**src/rtl/interp_sched_pkg.sv**
```systemverilog
// Shared constants and parameter legality check for the interpon setpoint scheduler.
package interp_sched_pkg;

    localparam int unsigned YW         = 17;
    localparam int unsigned SW         = 16;
    localparam int unsigned MIN_PERIOD = 20;
    localparam int unsigned MAX_PERIOD = 511;
    localparam logic [SW-1:0] STARVE_MAX = '1;

    // Period must clear the interpolator's serial multiply and fit in the counter.
    function automatic bit params_ok(input int unsigned period, input int unsigned cntw,
                                     input int unsigned nreq, input int unsigned idw);
        return (period >= MIN_PERIOD) && (period <= MAX_PERIOD) &&
               (cntw >= 1) && (cntw < 32) && (period <= (32'd1 << cntw)) &&
               (nreq >= 2) && (nreq <= 8) && (idw < 32) && (nreq <= (32'd1 << idw));
    endfunction

endpackage

```
**src/rtl/interp_sched_rr_arbiter.sv**
```systemverilog
// Combinational round-robin arbiter: first asserted request at or after ptr wins.
module rr_arbiter #(
    parameter int unsigned nreq = 4,
    parameter int unsigned idw  = 2
) (
    input  logic [nreq-1:0] req,
    input  logic [idw-1:0]  ptr,
    input  logic            en,
    output logic [nreq-1:0] gnt,
    output logic [idw-1:0]  gnt_id,
    output logic            any
);

    always_comb begin
        int unsigned base;
        logic [idw-1:0] sel;
        gnt    = '0;
        gnt_id = '0;
        any    = 1'b0;
        base   = 32'(ptr);
        sel    = '0;
        if (en) begin
            for (int unsigned k = 0; k < nreq; k++) begin
                sel = idw'((base + k) % nreq);
                if (!any && req[sel]) begin
                    any      = 1'b1;
                    gnt[sel] = 1'b1;
                    gnt_id   = sel;
                end
            end
        end
    end

endmodule

```
**src/rtl/interp_sched.sv**
```systemverilog
// Round-robin setpoint scheduler producing the periodic strobe/y_in pair for interpon,
// plus sticky interpolator error status and a starvation counter.
module interp_sched
    import interp_sched_pkg::*;
#(
    parameter int unsigned nreq   = 4,
    parameter int unsigned idw    = 2,
    parameter int unsigned period = 51,
    parameter int unsigned cntw   = 9
) (
    input  logic                 clk,
    input  logic                 rst,
    input  logic                 enable,
    input  logic [nreq-1:0]      req_valid,
    input  logic [YW*nreq-1:0]   req_data,
    output logic [nreq-1:0]      req_ready,
    output logic [YW-1:0]        y_in,
    output logic                 strobe,
    output logic [idw-1:0]       grant_id,
    output logic                 fresh,
    input  logic                 timing_error,
    input  logic                 data_error,
    input  logic                 err_clear,
    output logic                 sticky_timing,
    output logic                 sticky_data,
    output logic [SW-1:0]        starve_count
);

    if (!params_ok(period, cntw, nreq, idw)) begin : g_bad_params
        $error("interp_sched: illegal parameter combination");
    end

    localparam logic [cntw-1:0] CNT_LAST = cntw'(period - 1);
    localparam logic [idw-1:0]  PTR_LAST = idw'(nreq - 1);

    logic [cntw-1:0] cnt;
    logic [idw-1:0]  ptr;
    logic [YW-1:0]   data_reg;
    logic            tick;
    logic [nreq-1:0] gnt;
    logic [idw-1:0]  gnt_id;
    logic            any;
    logic [YW-1:0]   gnt_data;
    logic            multi;
    logic            starve_inc;

    // Gating tick by enable suppresses a tick whose cycle coincides with enable falling.
    assign tick = enable && (cnt == CNT_LAST);

    rr_arbiter #(
        .nreq (nreq),
        .idw  (idw)
    ) u_arb (
        .req    (req_valid),
        .ptr    (ptr),
        .en     (tick),
        .gnt    (gnt),
        .gnt_id (gnt_id),
        .any    (any)
    );

    assign req_ready = gnt;
    assign y_in      = data_reg;

    always_comb begin
        int unsigned nvalid;
        gnt_data = '0;
        nvalid   = 0;
        for (int unsigned i = 0; i < nreq; i++) begin
            if (gnt[i]) begin
                gnt_data = gnt_data | req_data[i*YW +: YW];
            end
            if (req_valid[i]) begin
                nvalid = nvalid + 1;
            end
        end
        multi = (nvalid >= 2);
    end

    assign starve_inc = tick && multi;

    always_ff @(posedge clk or posedge rst) begin
        if (rst) begin
            cnt <= '0;
        end else if (!enable || cnt == CNT_LAST) begin
            cnt <= '0;
        end else begin
            cnt <= cnt + 1'b1;
        end
    end

    // y_in is data_reg itself: it only changes on the tick edge, i.e. with the strobe.
    always_ff @(posedge clk or posedge rst) begin
        if (rst) begin
            strobe   <= 1'b0;
            fresh    <= 1'b0;
            data_reg <= '0;
            grant_id <= '0;
            ptr      <= '0;
        end else begin
            strobe <= tick;
            fresh  <= tick && any;
            if (tick && any) begin
                data_reg <= gnt_data;
                grant_id <= gnt_id;
                ptr      <= (gnt_id == PTR_LAST) ? '0 : gnt_id + 1'b1;
            end
        end
    end

    always_ff @(posedge clk or posedge rst) begin
        if (rst) begin
            sticky_timing <= 1'b0;
            sticky_data   <= 1'b0;
        end else begin
            if (timing_error) begin
                sticky_timing <= 1'b1;
            end else if (err_clear) begin
                sticky_timing <= 1'b0;
            end
            if (data_error) begin
                sticky_data <= 1'b1;
            end else if (err_clear) begin
                sticky_data <= 1'b0;
            end
        end
    end

    // A clear coinciding with an increment leaves the count at 1 rather than 0.
    always_ff @(posedge clk or posedge rst) begin
        if (rst) begin
            starve_count <= '0;
        end else if (err_clear) begin
            starve_count <= starve_inc ? SW'(1) : '0;
        end else if (starve_inc && starve_count != STARVE_MAX) begin
            starve_count <= starve_count + 1'b1;
        end
    end

endmodule
```
**config.mk**
```make
export PLATFORM = sky130hd
export DESIGN_NAME = interp_sched
export DESIGN_NICKNAME = d
export VERILOG_FILES = /design/src/rtl/interp_sched_pkg.sv /design/src/rtl/interp_sched_rr_arbiter.sv /design/src/rtl/interp_sched.sv
export SDC_FILE = /design/constraint.sdc
export NUM_CORES = 1
export LEC_CHECK = 0
export ABC_AREA = 1
export CORE_ASPECT_RATIO = 1.1
export CORE_MARGIN = 5
export CORE_UTILIZATION = 42
export DETAILED_ROUTE_END_ITERATION = 10
export HOLD_SLACK_MARGIN = 0.02
export PLACE_DENSITY = 0.77
export SLEW_MARGIN = 20
export SYNTH_ARGS = -nofsm -noshare
export SYNTH_HDL_FRONTEND = slang
export SYNTH_SLANG_ARGS = --single-unit
```
**constraint.sdc**
```tcl
create_clock -name clk -period 2.2 [get_ports clk]
set_input_delay 0.44 -clock clk [delete_from_list [all_inputs] [get_ports clk]]
set_output_delay 0.44 -clock clk [all_outputs]
set_load 0.02 [all_outputs]
```
==> qor.csv, run 1 <==
metric,value,unit
min_path_type,in2async,
path_clk_slew,0.10,ns
p_leak,2.64,nW
tightest_slew,0.606,ns
port_buffers,120,
rsz0062_at_grt,true,
die_h,107,µm
yosysWarnings,0,
routedWlPerCell,14.8,µm
synth_cells,499,
synth_nets,590,
ys_types,37,
path_class,reg2out,
fin_crit_sh,107,%
cts_buffers,5,
cap_violations,0,
end_kind,primary output,
critical_path_peak_fanout,7,
crit_required,1.76,ns
cts_hold_buf,0,
cts_root_buf,clkbuf_8,
nets,757,
grt_overflow,0,
slew_headroom,59.3,%
grt_max_degree,51,
violations,setup timing,
firstDrtPassIters,4,
hpwl,8650,µm
gp_congestion,0.979,
antenna_found_initial,0,
peakVddDrop,0.000319,V
cts_tree,yes,
area_growth,59.2,%
via_count,4032,
synth_area_leaders,"dfrtp_1 (35%), nand3_1 (13%), nand2_1 (12%)",
outcome,finished with violations,
drt_drc_violations_left,0,
arrival,1.91,ns
cts_buffer_depth,2,
cp-start-kind,flop,
fin_total_pwr,2.28,mW
fin_skew,0.00611,ns
synthTopCellsByCount,"nand2_1 (116), nand3_1 (96), nor2_1 (74)",
viasPerCell,5.18,
io_pins,121,
drt-total-wl,11500,µm
synth_seq_cells,50,
cts_sinks,50,
htreeDepth,2,
synth_most_common_cell,nand2_1,
yosysTopAreaCellShare,34.7,%
period_minus_slack,2.35,ns
slew_viol_final,0,
n_antenna_cell,0,
grt_pass1_vias,3992,
ff2ff_path_depth,18,
placed_area,0.00522,mm²
first_iter_violations,181,
path_common_cell,nand2_4,
worstPathCellList,"inv_4, ha_4, inv_4, nand2_4, nand2_4, nor2_4, nand4_1, nand3_4, nand2_4, inv_2, buf_6",
die_w,98.3,µm
finalHoldViolCount,0,
ys_async_sr_fraction,100,%
drtAntennaViolNets,0,
avgSynthCellArea,7.23,µm²
p_per_area,396,mW/mm²
synth_area_leader_cell,dfrtp_1,
insertion_delay,0.30,ns
yosysSeqAreaShare,34.7,%
fin_ws,-0.148,ns
start_util,43.1,%
cp_slowest_cell,dfrtp_2,
grt_util_all_layers,20.7,%
drive_gt1_share,24.3,%
slowest_delay,0.41,ns
die_area,0.0105,mm²
fin_area,0.00574,mm²
rows,35,
grt_pass1_wl,18100,µm
netlist_area,0.00361,mm²
synth_edf_count,0,
synth_ff_type,dfrtp_1,
core-area,0.00836,mm²
worst-r2r-setup-slack,-0.06,ns
timing.fmax,426,MHz
setup_violations,15,
## logic make-up (layout without fill, tap and decap cells)
kind of cell / Yosys count / in the layout / synth area share [%]
buffers and inverters: 55 / 223 / 7.88
AOI/OAI and AO/OA: 18 / 18 / 3.19
DFF: 50 / 50 / 34.7
and+or+nand+nor: 348 / 348 / 46.1
adders and majority gates: 13 / 13 / 4.51
xor gates and xnor gates: 15 / 15 / 3.64
## layer usage
metal,global-route usage [%],vias up,part of all wire [%]
li1,-,1961,-
met1,23.4,1894,38
met2,37.9,148,53
met3,4.16,29,6.1
met4,7.90,0,2.7
met5,0,-,0
## flip-flops by register name, summed over array words and instances, names as in the netlist, 2 cells and up
name          cells
y_in             17
grant_id          2
ptr               2
cnt               9
starve_count     16
## cell type report
class	count	area [µm²]
repair buffers	179	1770
clock buffers	5	68.8
clock inverters	3	43.8
multi-input cells	394	2310
well taps	111	139
inverters	36	148
flip-flops and latches	50	1250
fillers	683	2620
## critical path: cells and delay by family, from the launching register on
family                     cells  cell delay [ns]
DFF                            1             0.41
adders and majority gates      1             0.29
buffers and inverters          4             0.28
and+or+nand+nor                6             0.62
## layout by cell type, fill, tap and decap left out, drive strengths merged
cell / n
inv: 37
o21a: 1
nand2: 128
nor2: 81
nand4: 11
ha: 13
nor2b: 1
clkdlybuf4s15: 2
bufinv: 1
or2: 2
xnor2: 7
nand3: 109
a21boi: 4
clkinv: 1
clkdlybuf4s50: 112
nor3: 7
and3: 2
nor3b: 4
dlygate4sd2: 2
a21o: 2
buf: 61
nor4: 3
xor2: 8
dfrtp: 50
o21ai: 6
clkbuf: 7
a21oi: 5
## through the flow
| stage | std cells | TNS (ns) | hold slack, ns | utilization [%] | setup slack (ns) |
|---|---|---|---|---|---|
| 4_1_cts | 768 | -0.816 | 0.492 | 65.0 | -0.197 |
| 2_1_floorplan | 499 | 0 | 0.454 | - | 0.0102 |
| 6_report | 778 | -0.807 | 0.478 | 68.6 | -0.148 |
| 3_5_place_dp | 755 | -19.62 | 0.466 | 62.4 | -0.740 |
| 3_3_place_gp | 755 | -15.69 | 0.465 | 62.4 | -0.685 |
| 5_1_grt | 778 | -3.63 | 0.506 | 68.6 | -0.268 |
## power breakdown
group / switching, mW / internal (mW) / leakage [nW]
logic: 0.319 / 0.327 / 1.92
clock network: 0.326 / 0.341 / 0.0585
registers: 0.0174 / 0.944 / 0.662
## what timing repair did
action,CTS,global route
endpoints found under the setup margin,34,42
pin swaps,16,23
gates cloned,0,3
resized for setup,53,52
buffers inserted,5,7
## final timing paths
| check | from | to |
|---|---|---|
| max in group asynchronous | rst | starve_count[1]$_DFFE_PP0P_ |
| min in group clk | sticky_timing$_DFFE_PP0P_ | sticky_timing$_DFFE_PP0P_ |
| worst max-delay path | ptr[0]$_DFFE_PP0P_ | req_ready[2] |
| worst min register to register | sticky_timing$_DFFE_PP0P_ | sticky_timing$_DFFE_PP0P_ |
| worst max register to register | ptr[0]$_DFFE_PP0P_ | y_in[11]$_DFFE_PP0P_ |
| worst min-delay path | rst | cnt[6]$_DFF_PP0_ |
Power figures use the tool's default switching activity.
==> run 2: changes to the inputs <==
--- a/config.mk
+++ b/config.mk
@@ -10,6 +10,7 @@
 export CORE_MARGIN = 5
 export CORE_UTILIZATION = 42
 export DETAILED_ROUTE_END_ITERATION = 10
+export GPL_ROUTABILITY_DRIVEN = 1
 export HOLD_SLACK_MARGIN = 0.02
 export PLACE_DENSITY = 0.77
 export SLEW_MARGIN = 20
==> results of run 2 <==
The final DEF is identical to that of run 1; final timing and power are the same.
==> run 3: changes to the inputs <==
--- a/config.mk
+++ b/config.mk
@@ -12,7 +12,9 @@
 export DETAILED_ROUTE_END_ITERATION = 10
 export GPL_ROUTABILITY_DRIVEN = 1
 export HOLD_SLACK_MARGIN = 0.02
+export MAX_ROUTING_LAYER = met4
 export PLACE_DENSITY = 0.77
+export RECOVER_POWER = 50
 export SLEW_MARGIN = 20
 export SYNTH_ARGS = -nofsm -noshare
 export SYNTH_HDL_FRONTEND = slang
==> run 3 against run 2 <==
The run still ends with setup timing left. Die area stayed put. Non-clock buffer count is 3 lower. Sequential power hardly changed. Cell count is 0.39% lower. Fmax is 0.21% higher. First-iteration DRC count is 25% lower. Routed wire length is 7.5% lower. Critical path depth stayed put. Clock power is 10% lower.
==> qor.csv, run 3 (same netlist as run 1, synthesis figures left out) <==
metric,value,unit,change
gp_congestion,0.959,,-2.1%
grt_pass1_vias,3963,,-0.73%
die_w,98.3,µm,unchanged
grt_util_all_layers,20.8,%,+0.18 points
port_buffers,120,,unchanged
die_h,107,µm,unchanged
antenna_found_initial,0,,unchanged
io_pins,121,,unchanged
path_class,reg2out,,
insertion_delay,0.30,ns,about the same
die_area,0.0105,mm²,unchanged
final_util,66.6,%,-2.0 points
end_kind,primary output,,
cp-start-kind,flop,,
timing.fmax,427,MHz,+0.21%
firstDrtPassIters,5,,+1
final_common_cell,clkdlybuf4s50_1,,
drt_drc_violations_left,0,,unchanged
rsz0062_at_grt,true,,
fin_ws,-0.144,ns,+0.00483 ns
p_leak,2.58,nW,-2.3%
path_clk_slew,0.09,ns,about the same
finalHoldViolCount,0,,unchanged
grt_pass1_wl,17900,µm,-0.84%
drt-total-wl,10700,µm,-7.5%
core-area,0.00836,mm²,unchanged
hpwl,8420,µm,-2.7%
start_util,43.1,%,unchanged
cts_buffers,5,,unchanged
first_iter_violations,136,,-25%
cts_hold_buf,0,,unchanged
slew_headroom,37.3,%,-22 points
p_per_area,391,mW/mm²,-1.5%
drive_gt1_share,21.8,%,-2.5 points
grt_overflow,0,,unchanged
min_path_type,reg2reg,,
viasPerCell,5.06,,-2.3%
cap_violations,0,,unchanged
crit_required,1.76,ns,about the same
critical_path_peak_fanout,7,,unchanged
arrival,1.90,ns,about the same
period_minus_slack,2.34,ns,-0.00483 ns
drtAntennaViolNets,0,,unchanged
outcome,finished with violations,,
htreeDepth,2,,unchanged
cts_root_buf,clkbuf_8,,
setup_violations,24,,+9
rows,35,,unchanged
area_growth,54.5,%,
grt_max_degree,54,,+5.9%
fin_crit_sh,107,%,-0.22 points
largest_reg_flops,17,,unchanged
n_antenna_cell,0,,unchanged
cts_sinks,50,,unchanged
final_cell_mix,"clkdlybuf4s50_1 (110), nand2_1 (104), nand3_1 (93)",,
tightest_slew,0.940,ns,+0.335 ns
nets,754,,-0.40%
cts_buffer_depth,2,,unchanged
cts_tree,yes,,
via_count,3923,,-2.7%
fin_total_pwr,2.18,mW,-4.4%
routedWlPerCell,13.7,µm,-7.1%
fin_skew,0.00520,ns,-0.000909 ns
peakVddDrop,0.000270,V,-15%
slew_viol_final,0,,unchanged
violations,setup timing,,
## run 3: cell types whose count changed in the layout (fill, tap and decap cells not counted), sizes merged
cell           change
clkdlybuf4s15      -2
dlygate4sd3        +2
clkbuf             +7
clkdlybuf4s50      -2
bufinv             -1
inv                -1
buf                -6
## run 3: where the power goes
group	switching [mW]	total (mW)	internal, mW
sequential	0.0161	0.960	0.944
clock	0.309	0.598	0.289
combinational	0.305	0.617	0.312
total	0.630	2.18	1.55
## run 3: path summary, 6_finish.rpt
kind / start / endpoint / slack (ns) / cells past startpoint
setup reg to reg: ptr[0]$_DFFE_PP0P_ / ptr[0]$_DFFE_PP0P_ / -0.11 / 18
setup / recovery: ptr[0]$_DFFE_PP0P_ / req_ready[2] / -0.14 / 11
min in group asynchronous: rst / cnt[5]$_DFF_PP0_ / 0.76 / 2
hold / removal: sticky_timing$_DFFE_PP0P_ / sticky_timing$_DFFE_PP0P_ / 0.49 / 1
max in group asynchronous: rst / y_in[7]$_DFFE_PP0P_ / 0.42 / 3
hold reg to reg: sticky_timing$_DFFE_PP0P_ / sticky_timing$_DFFE_PP0P_ / 0.49 / 1
## run 3: final cells by class
type	count	area, µm²
clock inverters	1	8.76
flip-flops and latches	50	1250
multi-input cells	394	2230
clock buffers	7	96.3
inverters	36	148
repair buffers	176	1700
well taps	111	139
fillers	709	2790
## run 3: what timing repair did
| action | in CTS | in global routing |
|---|---|---|
| gates cloned | 0 | 2 |
| buffers inserted | 7 | 1 |
| gates resized for setup | 61 | 22 |
| setup endpoints to repair | 38 | 40 |
| pin swaps | 18 | 17 |
## run 3: metal layers
layer	GRT usage (%)	vias up	wire, µm
li1	-	1951	-
met1	25.0	1819	4320
met2	36.5	133	5460
met3	2.99	20	656
met4	5.85	0	211
met5	-	-	0
## run 3: worst max-delay path, stage by stage (launching register included)
cell	delay (ns)
dfrtp_2	0.41
inv_4	0.05
ha_4	0.29
inv_4	0.05
nand2_4	0.06
nand2_4	0.05
nor2_4	0.16
nand4_1	0.17
nand3_4	0.13
nand2_2	0.05
inv_2	0.06
buf_6	0.11
## run 3: stage by stage
stage,setup slack (ns),instances,TNS [ns],cell area [µm²],hold WS (ns)
after CTS,-0.177,772,-0.570,5470,0.496
after detailed placement,-0.741,757,-17.51,5230,0.471
after global routing,-0.276,775,-5.73,5570,0.513
after floorplan,0.0102,499,0,3640,0.454
final,-0.144,775,-1.91,5570,0.492
after global placement,-0.689,757,-15.57,5230,0.463
